--- src/rtl/sdram_arbit.sv ---
// sdram_arbit: fixed-priority (refresh > write > read) owner of the SDRAM command pins, with internal refresh timer.
// Define REF_MISS_CNT_EN to build the saturating missed-refresh counter on ref_miss_cnt.
module sdram_arbit #(
  parameter int REF_PERIOD = 780,
  parameter int ADDR_W     = 13,
  parameter int BA_W       = 2
) (
  input  logic              sclk,
  input  logic              s_rst_n,
  input  logic [3:0]        init_cmd,
  input  logic [ADDR_W-1:0] init_addr,
  input  logic              init_end,
  output logic              aref_en,
  input  logic [3:0]        aref_cmd,
  input  logic [ADDR_W-1:0] aref_addr,
  input  logic              aref_end,
  input  logic              wr_req,
  output logic              wr_en,
  input  logic [3:0]        wr_cmd,
  input  logic [ADDR_W-1:0] wr_addr,
  input  logic [BA_W-1:0]   wr_ba,
  input  logic              wr_end,
  input  logic              rd_req,
  output logic              rd_en,
  input  logic [3:0]        rd_cmd,
  input  logic [ADDR_W-1:0] rd_addr,
  input  logic [BA_W-1:0]   rd_ba,
  input  logic              rd_end,
  output logic              ref_pending,
  output logic [2:0]        state_o,
  output logic              sdram_cke,
  output logic [3:0]        sdram_cmd,
  output logic [ADDR_W-1:0] sdram_addr,
  output logic [BA_W-1:0]   sdram_ba,
  output logic [7:0]        ref_miss_cnt
);
  typedef enum logic [2:0] {INIT = 3'd0, ARBIT = 3'd1, AREF = 3'd2, WRITE = 3'd3, READ = 3'd4} state_t;
  localparam logic [3:0] NOP = 4'b0111;
  localparam int TW = $clog2(REF_PERIOD);
  state_t state_q, state_d;
  logic [TW-1:0] tmr_q, tmr_d;
  logic ref_pending_q, ref_pending_d, aref_en_q, aref_en_d, wr_en_q, wr_en_d, rd_en_q, rd_en_d, cke_q;
  logic [3:0] cmd_q, cmd_d;
  logic [ADDR_W-1:0] addr_q, addr_d;
  logic [BA_W-1:0] ba_q, ba_d;
  logic wrap, grant_ref, in_arbit;
  always_comb begin
    wrap = init_end && tmr_q == TW'(REF_PERIOD - 1);
    tmr_d = (!init_end || wrap) ? '0 : tmr_q + 1'b1;
    in_arbit = state_q == ARBIT;
    grant_ref = in_arbit && ref_pending_q;
    // a wrap coinciding with the grant re-arms the request instead of losing it
    ref_pending_d = wrap || (ref_pending_q && !grant_ref);
    aref_en_d = grant_ref;
    wr_en_d = in_arbit && !ref_pending_q && wr_req;
    rd_en_d = in_arbit && !ref_pending_q && !wr_req && rd_req;
    state_d = state_q;
    case (state_q)
      INIT:    state_d = init_end ? ARBIT : INIT;
      ARBIT:   state_d = ref_pending_q ? AREF : wr_req ? WRITE : rd_req ? READ : ARBIT;
      AREF:    state_d = aref_end ? ARBIT : AREF;
      WRITE:   state_d = wr_end ? ARBIT : WRITE;
      READ:    state_d = rd_end ? ARBIT : READ;
      default: state_d = INIT;
    endcase
    cmd_d = state_q == INIT ? init_cmd : state_q == AREF ? aref_cmd :
            state_q == WRITE ? wr_cmd : state_q == READ ? rd_cmd : NOP;
    addr_d = state_q == INIT ? init_addr : state_q == AREF ? aref_addr :
             state_q == WRITE ? wr_addr : state_q == READ ? rd_addr : '0;
    ba_d = state_q == WRITE ? wr_ba : state_q == READ ? rd_ba : '0;
  end
  always_ff @(posedge sclk or negedge s_rst_n)
    if (!s_rst_n) begin
      state_q       <= INIT;
      tmr_q         <= '0;
      ref_pending_q <= 1'b0;
      aref_en_q     <= 1'b0;
      wr_en_q       <= 1'b0;
      rd_en_q       <= 1'b0;
      cke_q         <= 1'b0;
      cmd_q         <= NOP;
      addr_q        <= '0;
      ba_q          <= '0;
    end else begin
      state_q       <= state_d;
      tmr_q         <= tmr_d;
      ref_pending_q <= ref_pending_d;
      aref_en_q     <= aref_en_d;
      wr_en_q       <= wr_en_d;
      rd_en_q       <= rd_en_d;
      cke_q         <= 1'b1;
      cmd_q         <= cmd_d;
      addr_q        <= addr_d;
      ba_q          <= ba_d;
    end
`ifdef REF_MISS_CNT_EN
  logic [7:0] miss_q, miss_d;
  always_comb miss_d = (wrap && ref_pending_q && !grant_ref && miss_q != 8'hff) ? miss_q + 1'b1 : miss_q;
  always_ff @(posedge sclk or negedge s_rst_n)
    if (!s_rst_n) miss_q <= '0;
    else miss_q <= miss_d;
  assign ref_miss_cnt = miss_q;
`else
  assign ref_miss_cnt = '0;
`endif
  assign aref_en     = aref_en_q;
  assign wr_en       = wr_en_q;
  assign rd_en       = rd_en_q;
  assign ref_pending = ref_pending_q;
  assign state_o     = state_q;
  assign sdram_cke   = cke_q;
  assign sdram_cmd   = cmd_q;
  assign sdram_addr  = addr_q;
  assign sdram_ba    = ba_q;
endmodule
--- config.mk ---
export PLATFORM = sky130hd
export DESIGN_NAME = sdram_arbit
export DESIGN_NICKNAME = d
export VERILOG_FILES = /design/src/rtl/sdram_arbit.sv
export SDC_FILE = /design/constraint.sdc
export NUM_CORES = 1
export LEC_CHECK = 0
export ABC_AREA = 1
export BUFFER_PORTS_ARGS = -buffer_cell sky130_fd_sc_hd__buf_2
export CAP_MARGIN = 15
export CORE_UTILIZATION = 46
export DETAILED_ROUTE_END_ITERATION = 8
export GPL_TIMING_DRIVEN = 0
export PLACE_DENSITY = 0.87
export SYNTH_ARGS = -nofsm -noshare
export SYNTH_HDL_FRONTEND = slang
export SYNTH_SLANG_ARGS = --single-unit
--- constraint.sdc ---
create_clock -name sclk -period 3.05 [get_ports sclk]
set_clock_uncertainty 0.1 [all_clocks]
set_input_delay 0.305 -clock sclk [delete_from_list [all_inputs] [get_ports sclk]]
set_output_delay 0.305 -clock sclk [all_outputs]
set_load 0.02 [all_outputs]
-- Yosys cells after proc, flatten, opt, wreduce, memory -nomap -nowiden
Cells that the tools add are included.
- output and inout port bits: 35
- word-level logic and storage cells: 49
- bits in registers: 37
- add/subtract/negate cells: 1
- reductions and logical operators: 14
- mux-type cells: 19
- equality and inequality tests: 5
- operators by type and width (operator ; count):
    $mux 13 ; 4
    $mux 4 ; 4
    $pmux 3 s5 ; 1
    $mux 3 ; 4
    $add 10x1->10 const B ; 1
    $eq 10x10->1 const B ; 1
    $mux 10 ; 1
    $mux 2 ; 4
    $logic_and 1x1->1 ; 7
    $eq 3x2->1 const B ; 2
    $logic_not 1->1 ; 4
    $eq 3x1->1 const B ; 1
    $eq 3x3->1 const B ; 1
    $logic_not 3->1 ; 1
    $logic_or 1x1->1 ; 2
    $mux 1 ; 1

-- Longest topological paths before layout
- depth in word-level cells: 5
- mapped depth: 7
- depth with buffers taken out: 7

-- Worst setup path before layout
Ideal clock, no wire load.
- kind: flip-flop to flip-flop
- from: register tmr_q[0]
- to: register tmr_q[6]
- period minus slack after synthesis: 1.342 ns
- data required time: 2.822 ns
- path slack: 1.708 ns
- library setup time: 0.128 ns
- stages on the path, launching flop included: 7
- arrival time: 1.114 ns
- path through: dfrtp_1 -> ha_1 -> nand2_1 -> nor2_1 -> inv_1 -> o21ai_0 -> nor2_1
- cells in the longest elaborated chain, start to end: 4
- elaborated cells between the ends (all ways): 5
- ends and longest elaborated chain (item ; line ; text):
    from (decl) ; 41 ; logic [TW-1:0] tmr_q, tmr_d;
    from (signal assigned) ; 86 ; tmr_q <= tmr_d;
    parallel branches: the longest is 3 deep, another holds $add 10x1->10 ; - ;
    $mux 10 (*) ; 49 ; tmr_d = (!init_end || wrap) ? '0 : tmr_q + 1'b1;
    named net tmr_d[6] ; 41 ;
Mark *: on every way through the listed nets, which the timed path passes.

-- Final worst setup path
- from: register tmr_q[0]
- to: register tmr_q[4]
Same word-level chain as after synthesis.

==> metrics.md <==
| Metric | Value |
|---|---|
| Status | `completed` |
| GP Congestion | `0.866` |
| Fin nets | `about 450` |
| FMAX | `0.651 GHz` |
| Synth Cell Area | `about 1900 sq um` |
| Rows | `23` |
| Die width | `66.6 microns` |
| Dpl hpwl | `3730 microns` |
| Setup Viol. Count Final | `0` |
| Slew @ Worst Pin | `0.791 ns` |
| Crit-path max FO | `10` |
| Post-Syn Instances | `244` |
| DRC viols | `0` |
| Synth Area per Inst | `7.86 sq um` |
| Area Growth Syn to Fin | `36.6%` |
| Worst path required time | `around 3.1 ns` |
| Post-route ant nets | `0` |
| HP Class | `primary input to asynchronous set/reset pin` |
| Number of global-route vias before repair | `between 1.5k and 2k` |
| Fin crit period | `1.54 ns` |
| Slew Viols, Final | `0` |
| Final setup TNS | `0 ns` |
| Routed WL | `4730 microns` |
| Clock sink total | `37` |
| WP data arrival | `1.60 ns` |
| Remaining Overflow, GRT | `0` |
| Relative slew slack | `0.472` |
| Max_cap viols | `0` |
| Vias | `1971` |
| Initial antenna violation count | `0` |
| Largest net degree at the start of global routing | `38` |
| Hold buffers post-CTS | `0` |
| Yosys warning total | `0` |
| First-pass GRT wire length | `7410 microns` |
| Cts bufs inserted | `5` |
| XOR/XNOR share of the synthesized area | `0.00913` |
| Vias per cell | `4.75` |
| WL per Instance | `11.4 microns` |
| Max Root-Sink Buffers | `2` |
| Flops & latches, synth | `37` |
| Initial Util | `0.480` |
| Reg clk slew, reported paths | `0.07 ns` |
| VDD IR max | `348 uV` |
| Post-synthesis sequential area ratio | `0.485` |
| Root Driver | `clkbuf_8` |
| Post-Synth Adder-Cell Area | `0.00652` |
| H-tree levels | `2` |
| Distinct cells, synth | `27` |
| TritonRoute pass-1 iters | `4` |
| Crit. End Element | `flip-flop` |
| Power Dens Cells | `713 nW/um^2` |
| Core Region | `4000 sq um` |
| Fin. Hold Viols | `0` |
| Post-CTS Resized | `0` |
| Die ar. | `~4400 sq um` |
| Synth Area in Simple Gates | `0.348` |
| Setup CP Type | `flip-flop to flip-flop` |
| Startpoint Class | `flip-flop` |
| I/O pins | `roughly 120` |
| Die height | `66.6 microns` |
| Unrepaired setup endpoints after global routing | `no` |
| Crit share post-route | `0.504` |
| Clk_lat worst skew | `just under 0.3 ns` |
| Tot GR Track Use | `0.226` |
| ANT cells | `0` |
| Leak | `1.47 nW` |
| CTS tree | `yes` |
| Post-synthesis compound-gate area fraction | `0.0424` |
| 1st-iter DRT viols | `85` |
| Post CTS Setup Buffer Count | `0` |
| Main combinational cell family by area after synthesis | `simple AND/OR/NAND/NOR gates` |
| Final core utilization | `0.655` |
| Layout cell share with drive strength beyond 1 | `0.381` |
| Fillers | `333` |
| Port bufs | `around 110` |
| Post-synthesis mux area share | `0` |
cells in the final DEF (no fill, tap or decap), drive strengths merged, types with 2 or more instances in the layout:
| cell type | synthesis | routed |
|---|---|---|
| clkinv | 0 | 2 |
| nand4 | 17 | 17 |
| nor2 | 32 | 32 |
| inv | 26 | 26 |
| a22o | 2 | 2 |
| conb | 2 | 9 |
| clkbuf | 0 | 6 |
| nand2 | 93 | 93 |
| buf | 12 | 118 |
| o21ai | 5 | 5 |
| dfstp | 3 | 3 |
| o21bai | 2 | 2 |
| dfrtp | 34 | 34 |
| nand3 | 8 | 8 |
cell type report:
cell class	instances	area (sq um)	share of cell area
tap	50	62.6	0.0239
clock buffer	6	72.6	0.0277
buffer	12	105	0.0401
sequential	37	930	0.355
clock inverter	2	10.0	0.00382
inverter	26	97.6	0.0372
timing repair buffer	106	531	0.202
multi-input combinational	176	812	0.310
worst max-delay path: stages (launching register included):
cell and delay [ns]:
dfrtp_1 0.42, ha_1 0.23, nand2_1 0.06, nor2_1 0.09, nand4_1 0.11, nand2_1 0.30
nor2_1 0.09
cells in the mapped netlist:
cell type | n | area (sq um)
buf_6 | 4 | 45.0
nand4_1 | 17 | 106
nor2_8 | 1 | 20.0
xnor2_1 | 1 | 8.76
a21oi_1 | 1 | 5.00
inv_1 | 22 | 82.6
o21bai_1 | 2 | 15.0
o211ai_2 | 1 | 12.5
dfstp_2 | 3 | 78.8
ha_1 | 1 | 12.5
nor2b_1 | 1 | 6.26
o21ai_0 | 5 | 25.0
or2_0 | 1 | 6.26
o22ai_1 | 1 | 6.26
dfrtp_1 | 34 | 851
nor2_4 | 1 | 11.3
nand2_1 | 90 | 338
buf_4 | 8 | 60.1
conb_1 | 2 | 7.51
nor2_1 | 29 | 109
nand2_4 | 1 | 11.3
nand2_2 | 2 | 12.5
nor2_2 | 1 | 6.26
xor2_1 | 1 | 8.76
nand3_1 | 8 | 40.0
a22o_1 | 2 | 17.5
inv_2 | 4 | 15.0
path summary, 6_finish.rpt:
path                        startpoint        endpoint  slack [ns]  depth (start not counted)
min in group sclk          rd_addr[10]  sdram_addr[10]        0.12                          3
max reg2reg                   tmr_q[0]        tmr_q[4]        1.51                          6
min reg2reg                   tmr_q[0]        tmr_q[0]        0.43                          1
max in group asynchronous      s_rst_n    sdram_cmd[3]        2.35                          1
max                           tmr_q[0]        tmr_q[4]        1.51                          6
min                            s_rst_n           wr_en      0.0006                          1
cells by family after synthesis:
logic type | after synthesis
AO/OA/AOI/OAI | 12
XOR/XNOR | 2
flip-flops | 37
other | 2
adder cells (fa/ha/maj) | 1
AND/OR/NAND/NOR | 152
buffers and inverters | 38
report_power, final:
group	internal, W	switching, W	total, W
logic	0.000303	0.000545	0.000848
clock network	0.000158	0.000168	0.000326
registers	0.000633	0.0000620	0.000695
flip-flops by register name, indices dropped and copies added (netlist names):
register / cells
ref_pending: 1
rd_en: 1
tmr_q: 10
sdram_ba: 2
sdram_addr: 13
state_o: 3
wr_en: 1
sdram_cke: 1
sdram_cmd: 4
aref_en: 1
per-layer routing:
metal,up-vias,wire [microns],global-route usage,share of wire
met2,90,2420,0.386,0.51
met5,-,0,0,0
met1,885,1950,0.266,0.41
met4,0,64,0.0745,0.014
li1,986,-,-,-
met3,10,294,0.0702,0.062
through the flow:
stage          area, sq um  setup slack (ns)  hold slack [ns]  power (W)  std cells
2_1_floorplan         1940              1.71          -0.0906    0.00126        251
3_3_place_gp          2540              1.54            0.334    0.00153        407
3_5_place_dp          2540              1.52            0.337    0.00156        407
4_1_cts               2620              1.51           0.0287    0.00188        415
5_1_grt               2620              1.36           0.0583    0.00199        415
6_report              2620              1.51         0.000609    0.00187        415
Power figures use the tool's default switching activity.
